<file path="src/rtl/spi_clk_pkg.sv">
// Shared types and defaults for the SPI serial-clock generator.
// Holds the FSM state encoding and the default parameter values.
package spi_clk_pkg;

  localparam int DEF_DIV_WIDTH = 8;
  localparam int DEF_MAX_BITS  = 32;

  typedef enum logic [1:0] {
    IDLE  = 2'd0,
    RUN   = 2'd1,
    GUARD = 2'd2
  } state_e;

endpackage

</file>
<file path="src/rtl/sclk_prescaler.sv">
// Half-period counter: counts 0..limit and wraps.
// Flags the terminal count.
module sclk_prescaler #(
  parameter int W = 8
) (
  input  logic         clk,
  input  logic         rst_n,
  input  logic         clear,
  input  logic         en,
  input  logic [W-1:0] limit,
  output logic         tc
);

  logic [W-1:0] cnt_q;
  logic [W-1:0] cnt_d;

  assign tc = (cnt_q == limit);

  always_comb begin
    cnt_d = cnt_q;
    if (clear) begin
      cnt_d = '0;
    end else if (en) begin
      cnt_d = tc ? '0 : cnt_q + W'(1);
    end
  end

  always_ff @(posedge clk or negedge rst_n) begin
    if (!rst_n) begin
      cnt_q <= '0;
    end else begin
      cnt_q <= cnt_d;
    end
  end

endmodule

</file>
<file path="src/rtl/spi_sclk_gen.sv">
// SPI master serial-clock generator with CPOL/CPHA strobes,
// a trailing guard half-period and abort.
module spi_sclk_gen
  import spi_clk_pkg::*;
#(
  parameter int DIV_WIDTH = DEF_DIV_WIDTH,
  parameter int MAX_BITS  = DEF_MAX_BITS,
  localparam int CNT_WIDTH = $clog2(MAX_BITS + 1)
) (
  input  logic                 clockIn,
  input  logic                 reset,
  input  logic                 start,
  input  logic                 abort,
  input  logic [DIV_WIDTH-1:0] divider,
  input  logic [CNT_WIDTH-1:0] n_bits,
  input  logic                 cpol,
  input  logic                 cpha,
  output logic                 sclk,
  output logic                 sample_strobe,
  output logic                 shift_strobe,
  output logic                 busy,
  output logic                 done
);

  localparam int EW = CNT_WIDTH + 1;
  localparam logic [CNT_WIDTH-1:0] MAX_N = CNT_WIDTH'(MAX_BITS);

  state_e               state_q, state_d;
  logic [DIV_WIDTH-1:0] div_q, div_d;
  logic [CNT_WIDTH-1:0] nbits_q, nbits_d;
  logic                 cpol_q, cpol_d;
  logic                 cpha_q, cpha_d;
  logic                 phase_q, phase_d;
  logic [EW-1:0]        edge_q, edge_d;
  logic                 busy_q, busy_d;
  logic                 done_q, done_d;
  logic                 smp_q, smp_d;
  logic                 shf_q, shf_d;

  logic                 tc;
  logic                 clr;
  logic                 nbits_ok;
  logic                 lead;

  sclk_prescaler #(
    .W(DIV_WIDTH)
  ) u_pre (
    .clk   (clockIn),
    .rst_n (reset),
    .clear (clr),
    .en    (state_q != IDLE),
    .limit (div_q),
    .tc    (tc)
  );

  assign nbits_ok = (n_bits != '0) && (n_bits <= MAX_N);
  // Edge count is even before a leading edge
  assign lead     = ~edge_q[0];

  always_comb begin
    state_d = state_q;
    div_d   = div_q;
    nbits_d = nbits_q;
    cpol_d  = cpol_q;
    cpha_d  = cpha_q;
    phase_d = phase_q;
    edge_d  = edge_q;
    done_d  = 1'b0;
    smp_d   = 1'b0;
    shf_d   = 1'b0;
    clr     = 1'b0;
    unique case (state_q)
      IDLE: begin
        clr = 1'b1;
        if (start && nbits_ok) begin
          div_d   = divider;
          nbits_d = n_bits;
          cpol_d  = cpol;
          cpha_d  = cpha;
          phase_d = 1'b0;
          edge_d  = '0;
          state_d = RUN;
        end
      end
      RUN: begin
        if (abort) begin
          clr     = 1'b1;
          phase_d = 1'b0;
          state_d = IDLE;
        end else if (tc) begin
          phase_d = ~phase_q;
          edge_d  = edge_q + EW'(1);
          smp_d   = lead ^ cpha_q;
          shf_d   = ~(lead ^ cpha_q);
          if (edge_d == {nbits_q, 1'b0}) begin
            state_d = GUARD;
          end
        end
      end
      GUARD: begin
        if (abort) begin
          clr     = 1'b1;
          phase_d = 1'b0;
          state_d = IDLE;
        end else if (tc) begin
          done_d  = 1'b1;
          state_d = IDLE;
        end
      end
      default: begin
        clr     = 1'b1;
        phase_d = 1'b0;
        state_d = IDLE;
      end
    endcase
    busy_d = (state_d != IDLE);
  end

  always_ff @(posedge clockIn or negedge reset) begin
    if (!reset) begin
      state_q <= IDLE;
      div_q   <= '0;
      nbits_q <= '0;
      cpol_q  <= 1'b0;
      cpha_q  <= 1'b0;
      phase_q <= 1'b0;
      edge_q  <= '0;
      busy_q  <= 1'b0;
      done_q  <= 1'b0;
      smp_q   <= 1'b0;
      shf_q   <= 1'b0;
    end else begin
      state_q <= state_d;
      div_q   <= div_d;
      nbits_q <= nbits_d;
      cpol_q  <= cpol_d;
      cpha_q  <= cpha_d;
      phase_q <= phase_d;
      edge_q  <= edge_d;
      busy_q  <= busy_d;
      done_q  <= done_d;
      smp_q   <= smp_d;
      shf_q   <= shf_d;
    end
  end

  // Idle level tracks the live cpol pin, including during reset
  assign sclk          = (state_q == IDLE) ? cpol : (cpol_q ^ phase_q);
  assign sample_strobe = smp_q;
  assign shift_strobe  = shf_q;
  assign busy          = busy_q;
  assign done          = done_q;

endmodule

</file>
<file path="config.mk">
export PLATFORM = sky130hd
export DESIGN_NAME = spi_sclk_gen
export DESIGN_NICKNAME = d
export VERILOG_FILES = /design/src/rtl/spi_clk_pkg.sv /design/src/rtl/sclk_prescaler.sv /design/src/rtl/spi_sclk_gen.sv
export SDC_FILE = /design/constraint.sdc
export NUM_CORES = 1
export LEC_CHECK = 0
export CELL_PAD_IN_SITES_DETAIL_PLACEMENT = 0
export CELL_PAD_IN_SITES_GLOBAL_PLACEMENT = 2
export CORE_MARGIN = 2
export CORE_UTILIZATION = 36
export DETAILED_ROUTE_END_ITERATION = 6
export PLACE_DENSITY = 0.9
export SYNTH_ARGS = -nofsm -noshare
export SYNTH_HDL_FRONTEND = slang
export SYNTH_SLANG_ARGS = --single-unit
</file>
<file path="constraint.sdc">
create_clock -name clockIn -period 2.2 [get_ports clockIn]
set_input_delay 0.55 -clock clockIn [delete_from_list [all_inputs] [get_ports clockIn]]
set_output_delay 0.55 -clock clockIn [all_outputs]
set_load 0.02 [all_outputs]
</file>
# Word-level counts from Yosys, hierarchy flattened
# Index checks and enable logic that the tools add are counted.
# word_totals
inputBits,20
register_bits,38
word_cells,72
out_inout_bits,5
# op_classes
n_bitwise,5
eq_ne,9
reduce_logical,12
n_mux,31
add_sub_neg,2
n_lt_le_gt_ge,1
# ops
operator,n
8-bit two-way mux,3
7-bit two-way mux,3
1-bit two-way mux,16
7-bit one-hot mux with 2 select lines,1
2-bit two-way mux,6
"8-bit by 1-bit adder with 8-bit output, second input constant",1
8-bit equality test,1
2-bit nonzero test,4
"7-bit by 1-bit adder with 7-bit output, second input constant",1
7-bit equality test,1
"6-bit <= comparator, second input constant",1
"2-bit inequality test, second input constant",3
2-bit one-hot mux with 3 select lines,1
6-bit nonzero test,1
4-bit AND reduction,1
"3-bit by 2-bit inequality test with 1-bit output, second input constant",1
1-bit inverter,3
1-bit one-hot mux with 3 select lines,1
3-bit AND reduction,1
"2-bit by 1-bit equality test with 1-bit output, second input constant",1
"2-bit equality test, second input constant",1
1-bit logical AND,2
2-bit logical NOT,1
"2-bit by 1-bit inequality test with 1-bit output, second input constant",1
3 further kinds,4

# Longest topological paths before layout
# logic_depth
word_depth,7
ltp_mapped,9
mapped_depth_nobuf,8

# Modules after synthesis
# From an unflattened synthesis, not the netlist that was laid out.
# hier_totals
cells_unflattened,199
hier_area_um2,2110.8
# modules_own_cells
module,cells_each,area_per_inst_um2,instances,seq_area_each_um2
spi_sclk_gen,143,1601.5,1,750.7
sclk_prescaler,56,509.2,1,200.2

# Least setup slack after synthesis
# No wires, ideal clock.
# synth_path
kind,register to output
from,register state_q[1]
to,output sclk
path_buffers,1
arrival_time_ns,1.452
t_required_ns,1.650
setup_slack_ns,0.198
path_stages_with_launch,5
cell_sequence,dfrtp_1 inv_1 ha_1 clkbuf_1 o21ai_0
# synth_between
elab_chain_cells,2
# synth_rtl
item,line,source
start: declaration,spi_sclk_gen.sv:28,"state_e state_q, state_d;"
start signal: assignment,spi_sclk_gen.sv:133,state_q <= state_d;
2-bit logical NOT,spi_sclk_gen.sv:148,assign sclk = (state_q == IDLE) ? cpol : (cpol_q ^ phase_q);
1-bit two-way mux,spi_sclk_gen.sv:148,
end: declaration,spi_sclk_gen.sv:18,"output logic sclk,"
# No other way between the ends.

# Worst setup path in the final report
# layout_path
from,register state_q[0]
to,output sclk
# Same word-level chain as after synthesis.

==> impl_results.rst <==
.. list-table::
   :header-rows: 1

   * - Metric
     - Value
   * - Number of synthesis warnings
     - 0
   * - Worst path arrival time
     - 1.53 ns
   * - Number of clock sinks seen by CTS
     - 38
   * - Final std cells w/o fill
     - ~330
   * - Number of optimization iterations in the first detailed-route pass
     - 4
   * - Number of enable flip-flop cells after synthesis
     - 0
   * - CP top delay family
     - flip-flops
   * - Worst Max-Slew Pin Slew
     - 0.455 ns
   * - Setup repair after global routing missed its margin
     - yes
   * - CTS H-tree depth
     - 2
   * - Total Routed Length
     - between 4000 and 5000 µm
   * - Initial core utilization
     - 0.370
   * - Mapped Nets
     - approximately 230
   * - Fraction of synthesis flops using an asynchronous set or reset pin
     - 1.00
   * - Violation count after the first detailed-routing iteration
     - 75
   * - Clock edge transition at the registers on the reported setup and hold paths
     - ~0.090 ns
   * - Period minus WS final
     - ~2.1 ns
   * - Run status
     - finished, final reports clean
   * - Floorplan die width
     - 81.5 µm
   * - Synthesized netlist cell count
     - roughly 200
   * - Count of nets after finishing
     - 279
   * - Sequential share of the synthesized area
     - 0.439
   * - Longest individual stage delay on the worst path
     - 0.41 ns
   * - Master cell of the clock root buffer
     - sky130_fd_sc_hd__clkbuf_8
   * - Top post-synthesis cells by count
     - 38 x sky130_fd_sc_hd__dfrtp_1, 19 x sky130_fd_sc_hd__mux2_2, 16 x sky130_fd_sc_hd__xor2_1, 13 x sky130_fd_sc_hd__nor2_1, 10 x sky130_fd_sc_hd__nand2_1
   * - Relative slew margins
     - 0.695
   * - Remaining global-route overflow
     - 0
   * - Core ar.
     - slightly below 0.006 mm²
   * - Number of setup violations in the final report
     - 0
   * - Cell-by-cell listing of the critical path
     - inv_1, ha_1, o21ai_0, clkdlybuf4s15_1
   * - Worst endpoint required time
     - between 1.5 and 2 ns
   * - HPWL after detailed placement
     - approximately 3400 µm
   * - Crit start category
     - flip-flop
   * - Clock tree from TritonCTS
     - done
   * - Vertical die dimension
     - between 80 and 90 µm
   * - Unique masters post-synth
     - 53
   * - Share of cells above drive strength 1
     - 0.280
   * - Max VDD drop
     - 0.000383 V
   * - Standby leakage power
     - 1.17 nW
   * - Num CTS Buffers
     - 5
   * - Crit path kind
     - flip-flop to output pin
   * - Final clock skew
     - ~0.013 ns
   * - Peak fanout along the critical path
     - 4
   * - Count of standard-cell rows
     - 28
   * - Type of the worst min-delay path
     - primary input to asynchronous set/reset pin
   * - WL per Instance
     - around 14 µm
   * - Number of max-slew violations in the final report
     - 0
   * - Largest net degree at the start of global routing
     - 22
   * - Cell at the slowest stage of the critical path
     - sky130_fd_sc_hd__dfrtp_1
   * - Final GP Congestion
     - just under 0.8
   * - Setup slack, reg-to-reg
     - 0.13 ns
   * - Count of vias placed by the detailed router
     - approximately 1700
   * - First-pass GRT wire length
     - roughly 8000 µm
   * - Hold Fails Final Rpt
     - 0
   * - Setup ws final
     - 0.118 ns
   * - Count of unresolved DRC violations after routing
     - 0
   * - Max-capacitance violation count
     - 0
   * - Syn_area_per_cell
     - around 11 µm²
   * - Power density over the cells
     - approximately 860 mW/mm²
   * - Depth of the worst register-to-register path
     - 8
   * - Antenna violations before repair
     - 0
   * - Worst R2R Start
     - edge_q[0]
   * - Clock Latency Late Sink
     - about 0.30 ns
   * - Area fraction of the dominant cell type after synthesis
     - 0.439
   * - Top-level port count
     - 25
   * - Most common flop cell mapped by yosys
     - sky130_fd_sc_hd__dfrtp_1
   * - Diodes inserted
     - 0
   * - Worst Setup SP
     - state_q[0]
   * - Worst-case clock buffer depth
     - 2
   * - Total of flip-flops plus latches after synthesis
     - 38
   * - Layout area overhead
     - 28.9%
   * - R2r endpoint
     - busy
   * - Most frequent cell after synthesis
     - sky130_fd_sc_hd__dfrtp_1
   * - Kind of end point of the critical path
     - output pin
   * - Via count of the first global-routing pass
     - approximately 1700
   * - Global-route usage over all layers
     - 0.158
   * - Input/output buffers
     - 24
   * - Critical path buffers and inverters
     - 2
   * - Remaining antenna violation count after routing
     - 0
   * - Area contributors post-synth
     - sky130_fd_sc_hd__dfrtp_1 44%, sky130_fd_sc_hd__mux2_2 9.9%, sky130_fd_sc_hd__xor2_1 6.5%
   * - Mapped Area
     - 0.00216 mm²
   * - Max Freq
     - between 400 and 500 MHz
   * - Count of placed standard cells including taps
     - 321
   * - Final cycle utilization of the critical path
     - 0.946
   * - Cell type with the largest total area after synthesis
     - sky130_fd_sc_hd__dfrtp_1
   * - Number of buffers added to fix hold violations after cts
     - 0
   * - Die Area
     - approximately 0.0066 mm²
   * - # fillers
     - between 500 and 600
   * - Pre-CTS worst setup slack
     - -0.263 ns
   * - Vias per std cell
     - about 5.2
-- routing by layer --
metal | share of wire | global-route usage | wire, µm
met1 | 0.50 | 0.220 | 2310
met2 | 0.45 | 0.245 | 2110
met3 | 0.030 | 0.0209 | 139
met4 | 0.017 | 0.0678 | 81
met5 | 0 | 0 | 0
-- how the worst max path moves through the flow --
stage | cells after the start | endpoint | slack [ns]
2_1_floorplan | 4 | sclk | 0.20
3_3_place_gp | 6 | edge_q[2] | -0.24
3_5_place_dp | 6 | edge_q[2] | -0.26
4_1_cts | 6 | edge_q[1] | 0.04
5_1_grt | 8 | busy | -0.03
6_report | 4 | sclk | 0.12
-- cells in the final DEF (no fill, tap or decap), types with 2 or more instances in the layout --
| cell type | synthesis | routed |
|---|---|---|
| sky130_fd_sc_hd__clkbuf_8 | 0 | 6 |
| sky130_fd_sc_hd__xor2_1 | 16 | 16 |
| sky130_fd_sc_hd__nor3_1 | 4 | 3 |
| sky130_fd_sc_hd__dfrtp_1 | 38 | 38 |
| sky130_fd_sc_hd__o31ai_1 | 3 | 3 |
| sky130_fd_sc_hd__clkdlybuf4s50_1 | 0 | 22 |
| sky130_fd_sc_hd__xnor2_1 | 6 | 6 |
| sky130_fd_sc_hd__mux2_2 | 19 | 19 |
| sky130_fd_sc_hd__o21ai_0 | 7 | 7 |
| sky130_fd_sc_hd__or3_1 | 2 | 2 |
| sky130_fd_sc_hd__nor2_1 | 13 | 13 |
| sky130_fd_sc_hd__a21oi_1 | 6 | 6 |
| sky130_fd_sc_hd__nor2b_1 | 2 | 2 |
| sky130_fd_sc_hd__a31oi_1 | 3 | 3 |
| sky130_fd_sc_hd__buf_4 | 0 | 25 |
| sky130_fd_sc_hd__inv_1 | 5 | 5 |
| sky130_fd_sc_hd__o21ai_1 | 4 | 4 |
| sky130_fd_sc_hd__buf_12 | 0 | 2 |
| sky130_fd_sc_hd__nand3_1 | 8 | 8 |
| sky130_fd_sc_hd__nand4_1 | 2 | 2 |
| sky130_fd_sc_hd__a21o_2 | 3 | 3 |
| sky130_fd_sc_hd__nand2b_1 | 2 | 2 |
| sky130_fd_sc_hd__a22o_1 | 3 | 3 |
| sky130_fd_sc_hd__ha_1 | 6 | 6 |
| sky130_fd_sc_hd__and3_1 | 2 | 2 |
| sky130_fd_sc_hd__o21a_1 | 3 | 3 |
| sky130_fd_sc_hd__nor4_2 | 2 | 3 |
| sky130_fd_sc_hd__nand2_1 | 10 | 10 |
-- metrics by stage --
stage / utilization / total power (W) / area [µm²] / TNS (ns) / hold slack, ns
after detailed placement: 0.459 / 0.00191 / 2680 / -5.82 / 0.517
after floorplan: - / 0.00159 / 2160 / 0 / 0.254
final: 0.477 / 0.00241 / 2790 / 0 / 0.182
after CTS: 0.475 / 0.00243 / 2780 / 0 / 0.202
after global placement: 0.459 / 0.00189 / 2680 / -5.22 / 0.512
after global routing: 0.477 / 0.00259 / 2790 / -0.0321 / 0.215
-- repair_timing --
action | in CTS | in global routing
pin swaps | 0 | 1
setup endpoints to repair | 1 | 27
setup buffers | 0 | 0
gates cloned | 0 | 0
resized for setup | 1 | 5
-- state kept, by name (all words and copies together) (netlist names) --
register	cells
cpha_q	1
state_q	2
sample_strobe	1
edge_q	7
shift_strobe	1
phase_q	1
busy	1
done	1
nbits_q	6
u_pre.cnt_q	8
div_q	8
cpol_q	1
-- area by class of cell --
| class | count | area [µm²] | share of cell area |
|---|---|---|---|
| clock buffer | 6 | 82.6 | 0.0296 |
| clock inverter | 2 | 12.5 | 0.00448 |
| inverter | 6 | 22.5 | 0.00807 |
| multi-input combinational | 151 | 1160 | 0.417 |
| sequential | 38 | 951 | 0.341 |
| tap | 75 | 93.8 | 0.0336 |
| timing repair buffer | 51 | 463 | 0.166 |
-- cells by family (layout without fill, tap and decap cells) --
logic type,count (synthesis),in the layout,share of synthesized area
simple gates,59,59,0.156
mux,19,19,0.0988
fa+ha+maj,6,6,0.0347
xor+xnor,22,22,0.0890
buf+inv,13,65,0.0283
compound gates,45,45,0.154
flops,38,38,0.439
-- where the power goes --
part / switching [W] / total, W / internal, W
clock: 0.000268 / 0.000521 / 0.000252
combinational: 0.000431 / 0.000909 / 0.000479
sequential: 0.000117 / 0.000980 / 0.000863
total: 0.000816 / 0.00241 / 0.00159
(Power assumes the default switching activity.)
